### src/rtl/instr_sequencer.sv
// Multi-cycle control FSM: fetch/decode/exec/mem/wb over one shared memory port.
// Optional perf counters (instr_count, stall_count) enabled by defining INSTR_SEQ_PERF_EN.
module instr_sequencer #(
  parameter int unsigned MEM_TIMEOUT = 255,
  parameter int unsigned CNT_W       = 8
) (
  input  logic       clk,
  input  logic       reset_n,
  input  logic       run,
  input  logic [4:0] ir_opcode,
  input  logic       mem_ready,
  output logic       mem_req,
  output logic       mem_we,
  output logic       mem_sel,
  output logic       ir_load,
  output logic       pc_inc,
  output logic       pc_load,
  output logic       reg_we,
  output logic       nz_we,
  output logic       retired,
  output logic       fault,
  output logic [2:0] state
`ifdef INSTR_SEQ_PERF_EN
  ,
  output logic [31:0] instr_count,
  output logic [31:0] stall_count
`endif
);

  typedef enum logic [2:0] {
    S_IDLE   = 3'd0,
    S_FETCH  = 3'd1,
    S_DECODE = 3'd2,
    S_EXEC   = 3'd3,
    S_MEM    = 3'd4,
    S_WB     = 3'd5,
    S_FAULT  = 3'd7
  } state_e;

  localparam bit             TO_EN    = (MEM_TIMEOUT != 0);
  localparam logic [CNT_W-1:0] CNT_LAST = CNT_W'(MEM_TIMEOUT - 1);

  state_e             state_q, state_d;
  logic [CNT_W-1:0]   wait_cnt_q, wait_cnt_d;
  logic               op_nz, op_jmp, op_ld, op_st, op_wr, timeout_c;

  // Opcode classes driving the per-state strobes
  always_comb begin
    op_ld  = (ir_opcode == 5'b00100);
    op_st  = (ir_opcode == 5'b00101);
    op_jmp = ir_opcode[3];
    op_nz  = 1'b0;
    op_wr  = 1'b0;
    case (ir_opcode)
      5'b00001, 5'b00010, 5'b00011,
      5'b10001, 5'b10010, 5'b10011: op_nz = 1'b1;
      default:                      op_nz = 1'b0;
    endcase
    case (ir_opcode)
      5'b00000, 5'b00001, 5'b00010, 5'b00100, 5'b10000,
      5'b10001, 5'b10010, 5'b10110, 5'b01100, 5'b11100: op_wr = 1'b1;
      default:                                          op_wr = 1'b0;
    endcase
  end

  // The cycle that would be wait number MEM_TIMEOUT; an ack in the same cycle wins
  assign timeout_c = TO_EN && !mem_ready && (wait_cnt_q == CNT_LAST);

  always_ff @(posedge clk or negedge reset_n) begin
    if (!reset_n) begin
      state_q    <= S_IDLE;
      wait_cnt_q <= '0;
    end else begin
      state_q    <= state_d;
      wait_cnt_q <= wait_cnt_d;
    end
  end

  always_comb begin
    state_d = state_q;
    mem_req = 1'b0;
    mem_we  = 1'b0;
    mem_sel = 1'b0;
    ir_load = 1'b0;
    pc_inc  = 1'b0;
    pc_load = 1'b0;
    reg_we  = 1'b0;
    nz_we   = 1'b0;
    retired = 1'b0;
    fault   = 1'b0;
    case (state_q)
      S_IDLE: if (run) state_d = S_FETCH;
      S_FETCH: begin
        mem_req = 1'b1;
        if (mem_ready) begin
          ir_load = 1'b1;
          pc_inc  = 1'b1;
          state_d = S_DECODE;
        end else if (timeout_c) begin
          state_d = S_FAULT;
        end
      end
      S_DECODE: state_d = S_EXEC;
      S_EXEC: begin
        nz_we   = op_nz;
        pc_load = op_jmp;
        state_d = (op_ld || op_st) ? S_MEM : S_WB;
      end
      S_MEM: begin
        mem_req = 1'b1;
        mem_sel = 1'b1;
        mem_we  = op_st;
        if (mem_ready)      state_d = S_WB;
        else if (timeout_c) state_d = S_FAULT;
      end
      S_WB: begin
        retired = 1'b1;
        reg_we  = op_wr;
        state_d = run ? S_FETCH : S_IDLE;
      end
      S_FAULT: fault = 1'b1;
      default: state_d = S_IDLE;
    endcase
  end

  // Wait counter restarts on any state change and on every acknowledge
  always_comb begin
    wait_cnt_d = wait_cnt_q;
    if ((state_d != state_q) || (mem_req && mem_ready)) wait_cnt_d = '0;
    else if (mem_req)                                   wait_cnt_d = wait_cnt_q + CNT_W'(1);
  end

  assign state = state_q;

`ifdef INSTR_SEQ_PERF_EN
  logic [31:0] instr_cnt_q, stall_cnt_q;

  always_ff @(posedge clk or negedge reset_n) begin
    if (!reset_n) begin
      instr_cnt_q <= '0;
      stall_cnt_q <= '0;
    end else begin
      if (retired)                instr_cnt_q <= instr_cnt_q + 32'd1;
      if (mem_req && !mem_ready)  stall_cnt_q <= stall_cnt_q + 32'd1;
    end
  end

  assign instr_count = instr_cnt_q;
  assign stall_count = stall_cnt_q;
`endif

endmodule

### config.mk
export PLATFORM = sky130hd
export DESIGN_NAME = instr_sequencer
export DESIGN_NICKNAME = d
export VERILOG_FILES = /design/src/rtl/instr_sequencer.sv
export SDC_FILE = /design/constraint.sdc
export NUM_CORES = 1
export LEC_CHECK = 0
export ABC_AREA = 1
export BUFFER_PORTS_ARGS = -buffer_cell sky130_fd_sc_hd__clkbuf_2
export CAP_MARGIN = 10
export CELL_PAD_IN_SITES_DETAIL_PLACEMENT = 1
export CELL_PAD_IN_SITES_GLOBAL_PLACEMENT = 2
export CORE_MARGIN = 3
export CORE_UTILIZATION = 25
export DETAILED_ROUTE_END_ITERATION = 7
export GPL_TIMING_DRIVEN = 0
export PLACE_DENSITY_LB_ADDON = 0.1
export REMOVE_ABC_BUFFERS = 1
export SYNTH_ARGS = -nofsm -noshare
export SYNTH_HDL_FRONTEND = slang
export SYNTH_SLANG_ARGS = --single-unit
### constraint.sdc
create_clock -name clk -period 1.5 [get_ports clk]
set_input_delay 0.075 -clock clk [delete_from_list [all_inputs] [get_ports clk]]
set_output_delay 0.075 -clock clk [all_outputs]
set_load 0.02 [all_outputs]
==> impl_metrics.env, run 1 <==
export IMPL_drt_first_iter_violations=16
export IMPL_vias=856
export IMPL_vias_per_cell=4.35
export IMPL_die_area_mm2=0.00419
export IMPL_worst_ir_drop_vdd_mv=0.725
export IMPL_cts_path_max_buffers=2
export IMPL_leakage_nw=0.607
export IMPL_outcome="completed"
export IMPL_reg2reg_depth=11
export IMPL_yosys_warnings=0
export IMPL_fin_skew_ns=0.00712
export IMPL_r2r_start="state[1]$_DFF_PN0_"
export IMPL_period_share=0.996
export IMPL_clock_latency_ns=0.28
export IMPL_max_freq_mhz=669
export IMPL_cts_made_buffers=3
export IMPL_wl_um=2320
export IMPL_ys_seq_elements=11
export IMPL_grt_max_degree=12
export IMPL_fin_nets=165
export IMPL_drcViolationCount=0
export IMPL_die_width_um=64.8
export IMPL_worst_ep_arrival_time_ns=1.66
export IMPL_synthToLayoutAreaGrowth_pct=47.2
export IMPL_antenna_found_initial=0
export IMPL_start_util=0.272
export IMPL_ys_top_cells_by_area="dfrtp_1 (32%), nand2_1 (10%), xor2_1 (7.1%)"
export IMPL_critPathRequiredTime_ns=1.66
export IMPL_layout_cells_non_filler=197
export IMPL_rsz0062_at_grt="true"
export IMPL_drive_above_1_share=0.536
export IMPL_root_buffer="clkbuf_4"
export IMPL_cts_sinks=11
export IMPL_worst_setup_path_type="reg2reg"
export IMPL_clkSlewWorstSetupHoldPaths_ns=0.07
export IMPL_cts_htree_levels=1
export IMPL_grt_busiest_layer="met2"
export IMPL_syn_area_um2=863
export IMPL_final_cell_mix="clkbuf_2 (19), nand2_1 (18), buf_4 (12), inv_1 (11), nor2_1 (11)"
export IMPL_port_buffers=21
export IMPL_synth_yosys_seq_area_share=0.319
export IMPL_grt_met1_usage=0.157
export IMPL_antennaDiodeCount=0
export IMPL_r2r_slack_ns=0.006
export IMPL_rows=20
export IMPL_drv_slew=0
export IMPL_cts_tree="built"
export IMPL_dp_cells=180
export IMPL_final_util=0.400
export IMPL_slew_limit_headroom=0.799
export IMPL_setup_viol=0
export IMPL_crit_fanout=8
export IMPL_endpoint_kind="register"
export IMPL_coreArea_mm2=0.00318
export IMPL_cp_endpoint="wait_cnt_q[5]$_DFFE_PN0P_"
export IMPL_power_density_mw_per_mm2=1710
export IMPL_ys_types=24
export IMPL_grt_use_total=0.121
export IMPL_hold_viol=0
export IMPL_ant_nets=0
export IMPL_yosys_area_top_type="dfrtp_1"
export IMPL_hold_path_depth=4
export IMPL_r2r_end="wait_cnt_q[5]$_DFFE_PN0P_"
export IMPL_start_kind="register"
export IMPL_met2_usage=0.190
export IMPL_hpwl_um=1770
export IMPL_power_w=0.00217
export IMPL_final_fill_count=407
export IMPL_avgSynthCellArea_um2=7.44
export IMPL_die_h_um=64.8
export IMPL_post_place_ws_ns=-0.122
export IMPL_synthCells=116
export IMPL_drv_cap=0
export IMPL_dr_pass1_iters=2
export IMPL_fin_crit_ns=1.49
export IMPL_final_common_cell="clkbuf_2"
export IMPL_grt_pass1_vias=879
export IMPL_pin_count=22
export IMPL_grt_pass1_wl_um=3920
export IMPL_use_met3=0.0381
export IMPL_synth_top_area_share=0.319
export IMPL_wl_per_cell_um=11.8
export IMPL_cp_startpoint="state[1]$_DFF_PN0_"
export IMPL_min_path_type="in2reg"
export IMPL_final_setup_worst_slack_ns=0.00601
export IMPL_worstMarginPinSlew_ns=0.301
export IMPL_holdWs_ns=0.173
export IMPL_gp_congestion=0.698
export IMPL_overflow=0
sequential cells by signal, indices dropped and copies added (netlist names):
signal	flops
wait_cnt_q	8
state	3
how the worst min path moves through the flow:
stage / start / to / slack, ns
after global routing: mem_ready / state[2]$_DFF_PN0_ / 0.18
after global placement: reset_n / wait_cnt_q[5]$_DFFE_PN0P_ / -0.03
final: mem_ready / state[2]$_DFF_PN0_ / 0.17
after detailed placement: reset_n / wait_cnt_q[4]$_DFFE_PN0P_ / -0.02
after CTS: mem_ready / state[2]$_DFF_PN0_ / 0.12
after floorplan: reset_n / state[0]$_DFF_PN0_ / -0.22
through the flow:
step	TNS (ns)	area [um^2]
after floorplan	-0.0634	856
after global placement	-0.626	1020
after detailed placement	-0.884	1020
after CTS	0	1140
after global routing	-0.856	1270
final	0	1270
critical path: stages, from the launching register on:
cell and delay (ns):
dfrtp_2 0.46, buf_6 0.14, nand3_2 0.06, nand2_2 0.05, inv_1 0.06, nand2_1 0.06
nor2_2 0.16, nand2_2 0.09, nand2_2 0.08, nand2_4 0.07, nand2_8 0.11, nor2_2 0.04
layer usage:
| metal | share of wire | vias to the layer above |
|---|---|---|
| li1 | - | 440 |
| met5 | 0 | - |
| met1 | 0.48 | 396 |
| met3 | 0.043 | 4 |
| met2 | 0.46 | 16 |
| met4 | 0.012 | 0 |
cells in the mapped netlist:
master,n
nand2_1,23
inv_1,12
nor2_1,12
dfrtp_1,11
nand3_1,9
nor2_2,9
xor2_1,7
inv_2,5
nand2_2,5
nor2_4,4
o21ai_0,3
ha_1,2
nand3_2,2
nand4_1,2
a21oi_1,1
a21oi_2,1
and3_1,1
buf_4,1
inv_4,1
nand2_4,1
nand3_4,1
nor4_1,1
o211ai_1,1
o21ai_1,1
area by class of cell:
cell class	count	area, um^2	area share
Clock buffer	4	26.3	0.0207
Inverter	18	77.6	0.0610
Multi-Input combinational cell	86	616	0.484
Sequential cell	11	279	0.219
Tap cell	44	55.1	0.0433
Timing Repair Buffer	34	218	0.171
kinds of logic (layout without fill, tap and decap cells):
kind of cell,after synthesis,in the layout,share of synthesized area
AOI/OAI and AO/OA,7,7,0.0478
buffers and inverters,19,56,0.0899
and+or+nand+nor,70,70,0.443
DFF,11,11,0.319
xor gates and xnor gates,7,7,0.0710
adders and majority gates,2,2,0.0290
power by group:
part | switching [W] | total (W) | internal (W)
clock | 0.000104 | 0.000207 | 0.000103
sequential | 0.0000970 | 0.000447 | 0.000349
combinational | 0.000938 | 0.00152 | 0.000579
total | 0.00114 | 0.00217 | 0.00103
what timing repair did:
action | in CTS | in global routing
hold endpoints to repair | 11 | 0
setup endpoints to repair | 13 | 12
setup buffers | 7 | 5
pin swaps | 6 | 7
hold buffers | 1 | 0
resized for setup | 12 | 23
No activity file was read; power rests on OpenSTA's default activity.
==> run 2: changes to the inputs <==
==> constraint.sdc (replaced) <==
create_clock -name clk -period 1.3 [get_ports clk]
set_input_delay 0.065 -clock clk [delete_from_list [all_inputs] [get_ports clk]]
set_output_delay 0.065 -clock clk [all_outputs]
set_load 0.02 [all_outputs]
==> run 2 against run 1 <==
  * The flow now finishes with violations (setup timing)
  * Highest routed layer unchanged
  * Clock power grew 19%
  * Count of clock-buffer cells in the layout is the same
  * Register-to-register slack lost 0.19 ns
==> impl_metrics.env, run 2 (same netlist as run 1, synthesis figures left out) <==
export IMPL_grt_pass1_vias=992
export IMPL_final_util=0.448
export IMPL_overflow=0
export IMPL_period_share=1.16
export IMPL_cts_path_max_buffers=2
export IMPL_dp_cells=180
export IMPL_min_path_type="in2reg"
export IMPL_coreArea_mm2=0.00318
export IMPL_clkSlewWorstSetupHoldPaths_ns=0.08
export IMPL_final_common_cell="nand2_1"
export IMPL_leakage_nw=0.654
export IMPL_rsz0062_at_grt="true"
export IMPL_final_fill_count=403
export IMPL_wl_um=2680
export IMPL_cts_tree="built"
export IMPL_vias=894
export IMPL_final_setup_worst_slack_ns=-0.203
export IMPL_largest_register="wait_cnt_q"
export IMPL_drive_above_1_share=0.589
export IMPL_fin_crit_ns=1.50
export IMPL_endpoint_kind="primary output"
export IMPL_worstMarginPinSlew_ns=0.293
export IMPL_slew_limit_headroom=0.804
export IMPL_crit_cells=5
export IMPL_drt_first_iter_violations=16
export IMPL_cp_num_buf_inv=3
export IMPL_start_util=0.272
export IMPL_setup_viol=17
export IMPL_power_density_mw_per_mm2=1950
export IMPL_outcome="finished with violations"
export IMPL_root_buffer="clkbuf_4"
export IMPL_start_kind="register"
export IMPL_synthToLayoutAreaGrowth_pct=64.8
export IMPL_hold_path_depth=4
export IMPL_dr_pass1_iters=2
export IMPL_worst_setup_path_type="reg2out"
export IMPL_layout_cells_non_filler=202
export IMPL_reg2reg_depth=9
export IMPL_critPathRequiredTime_ns=1.24
export IMPL_rows=20
export IMPL_max_freq_mhz=665
export IMPL_drv_cap=0
export IMPL_worstPathCellList="inv_4 -> nand3_4 -> buf_6 -> nor2_4 -> buf_8"
export IMPL_wl_per_cell_um=13.2
export IMPL_cts_made_buffers=3
export IMPL_die_area_mm2=0.00419
export IMPL_antenna_found_initial=0
export IMPL_worst_ir_drop_vdd_mv=0.862
export IMPL_gp_congestion=0.698
export IMPL_crit_fanout=5
export IMPL_fin_nets=170
export IMPL_largest_reg_flops=8
export IMPL_drcViolationCount=0
export IMPL_violations="setup timing"
export IMPL_vias_per_cell=4.43
export IMPL_drv_slew=0
export IMPL_cp_slowest_cell="dfrtp_2"
export IMPL_final_cell_mix="nand2_1 (16), buf_4 (14), clkbuf_2 (12)"
export IMPL_grt_pass1_wl_um=4550
export IMPL_pin_count=22
export IMPL_die_h_um=64.8
export IMPL_critPathMaxStageDelay_ns=0.47
export IMPL_port_buffers=21
export IMPL_worst_ep_arrival_time_ns=1.44
export IMPL_antennaDiodeCount=0
export IMPL_clock_latency_ns=0.28
export IMPL_cts_sinks=11
export IMPL_cts_htree_levels=1
export IMPL_ant_nets=0
export IMPL_grt_use_total=0.140
export IMPL_die_width_um=64.8
export IMPL_grt_max_degree=12
export IMPL_fin_skew_ns=0.00826
export IMPL_hpwl_um=1770
export IMPL_cp_top_family="flip-flops"
export IMPL_hold_viol=0
## run 2: timing repair
action / in CTS / in global routing
gates resized for setup: 46 / 23
hold buffers: 1 / 0
hold endpoints to repair: 11 / 0
setup buffers: 13 / 4
pin swaps: 9 / 9
setup endpoints to repair: 17 / 18
## run 2: power by group
group	internal, W	switching (W)	leakage, nW
Clock	0.000119	0.000127	0.0150
Sequential	0.000403	0.000113	0.145
Combinational	0.000839	0.00118	0.494
Total	0.00136	0.00142	0.654
## run 2: final timing paths
| path | slack, ns | endpoint | startpoint |
|---|---|---|---|
| worst max-delay path | -0.20 | pc_inc | state[2]$_DFF_PN0_ |
| max in group asynchronous | 0.86 | state[0]$_DFF_PN0_ | reset_n |
| worst max register to register | -0.18 | wait_cnt_q[4]$_DFFE_PN0P_ | state[0]$_DFF_PN0_ |
| worst min register to register | 0.61 | wait_cnt_q[4]$_DFFE_PN0P_ | wait_cnt_q[4]$_DFFE_PN0P_ |
| min in group asynchronous | 0.19 | wait_cnt_q[7]$_DFFE_PN0P_ | reset_n |
| worst min-delay path | 0.18 | state[2]$_DFF_PN0_ | mem_ready |
## run 2: final cells by class
class                           instances  area (um^2)  share of cell area
Clock buffer                            4         26.3              0.0185
Inverter                               18         80.1              0.0563
Multi-Input combinational cell         86          664               0.467
Sequential cell                        11          279               0.196
Tap cell                               44         55.1              0.0387
Timing Repair Buffer                   39          318               0.223
## run 2: stage by stage
stage | area [um^2] | TNS (ns) | total power [W] | hold WS, ns | worst slack (ns)
floorplan | 856 | -2.06 | 0.00140 | -0.231 | -0.246
global placement | 1020 | -2.23 | 0.00171 | -0.0376 | -0.280
detailed placement | 1020 | -2.48 | 0.00171 | -0.0336 | -0.322
CTS | 1310 | -1.89 | 0.00249 | 0.109 | -0.170
global route | 1420 | -3.92 | 0.00299 | 0.201 | -0.307
finish | 1420 | -2.25 | 0.00278 | 0.181 | -0.203
## run 2: metal layers
metal | vias to the layer above | wire [um] | GRT usage
li1 | 449 | - | -
met1 | 421 | 1210 | 0.175
met2 | 18 | 1320 | 0.235
met3 | 6 | 95 | 0.0381
met4 | 0 | 48 | 0.0396
met5 | - | 0 | 0
## run 2: tightest hold or removal path, delay by kind of cell
kind,cells,cell delay [ns]
AND/OR/NAND/NOR,3,0.19
buffers and inverters,1,0.17
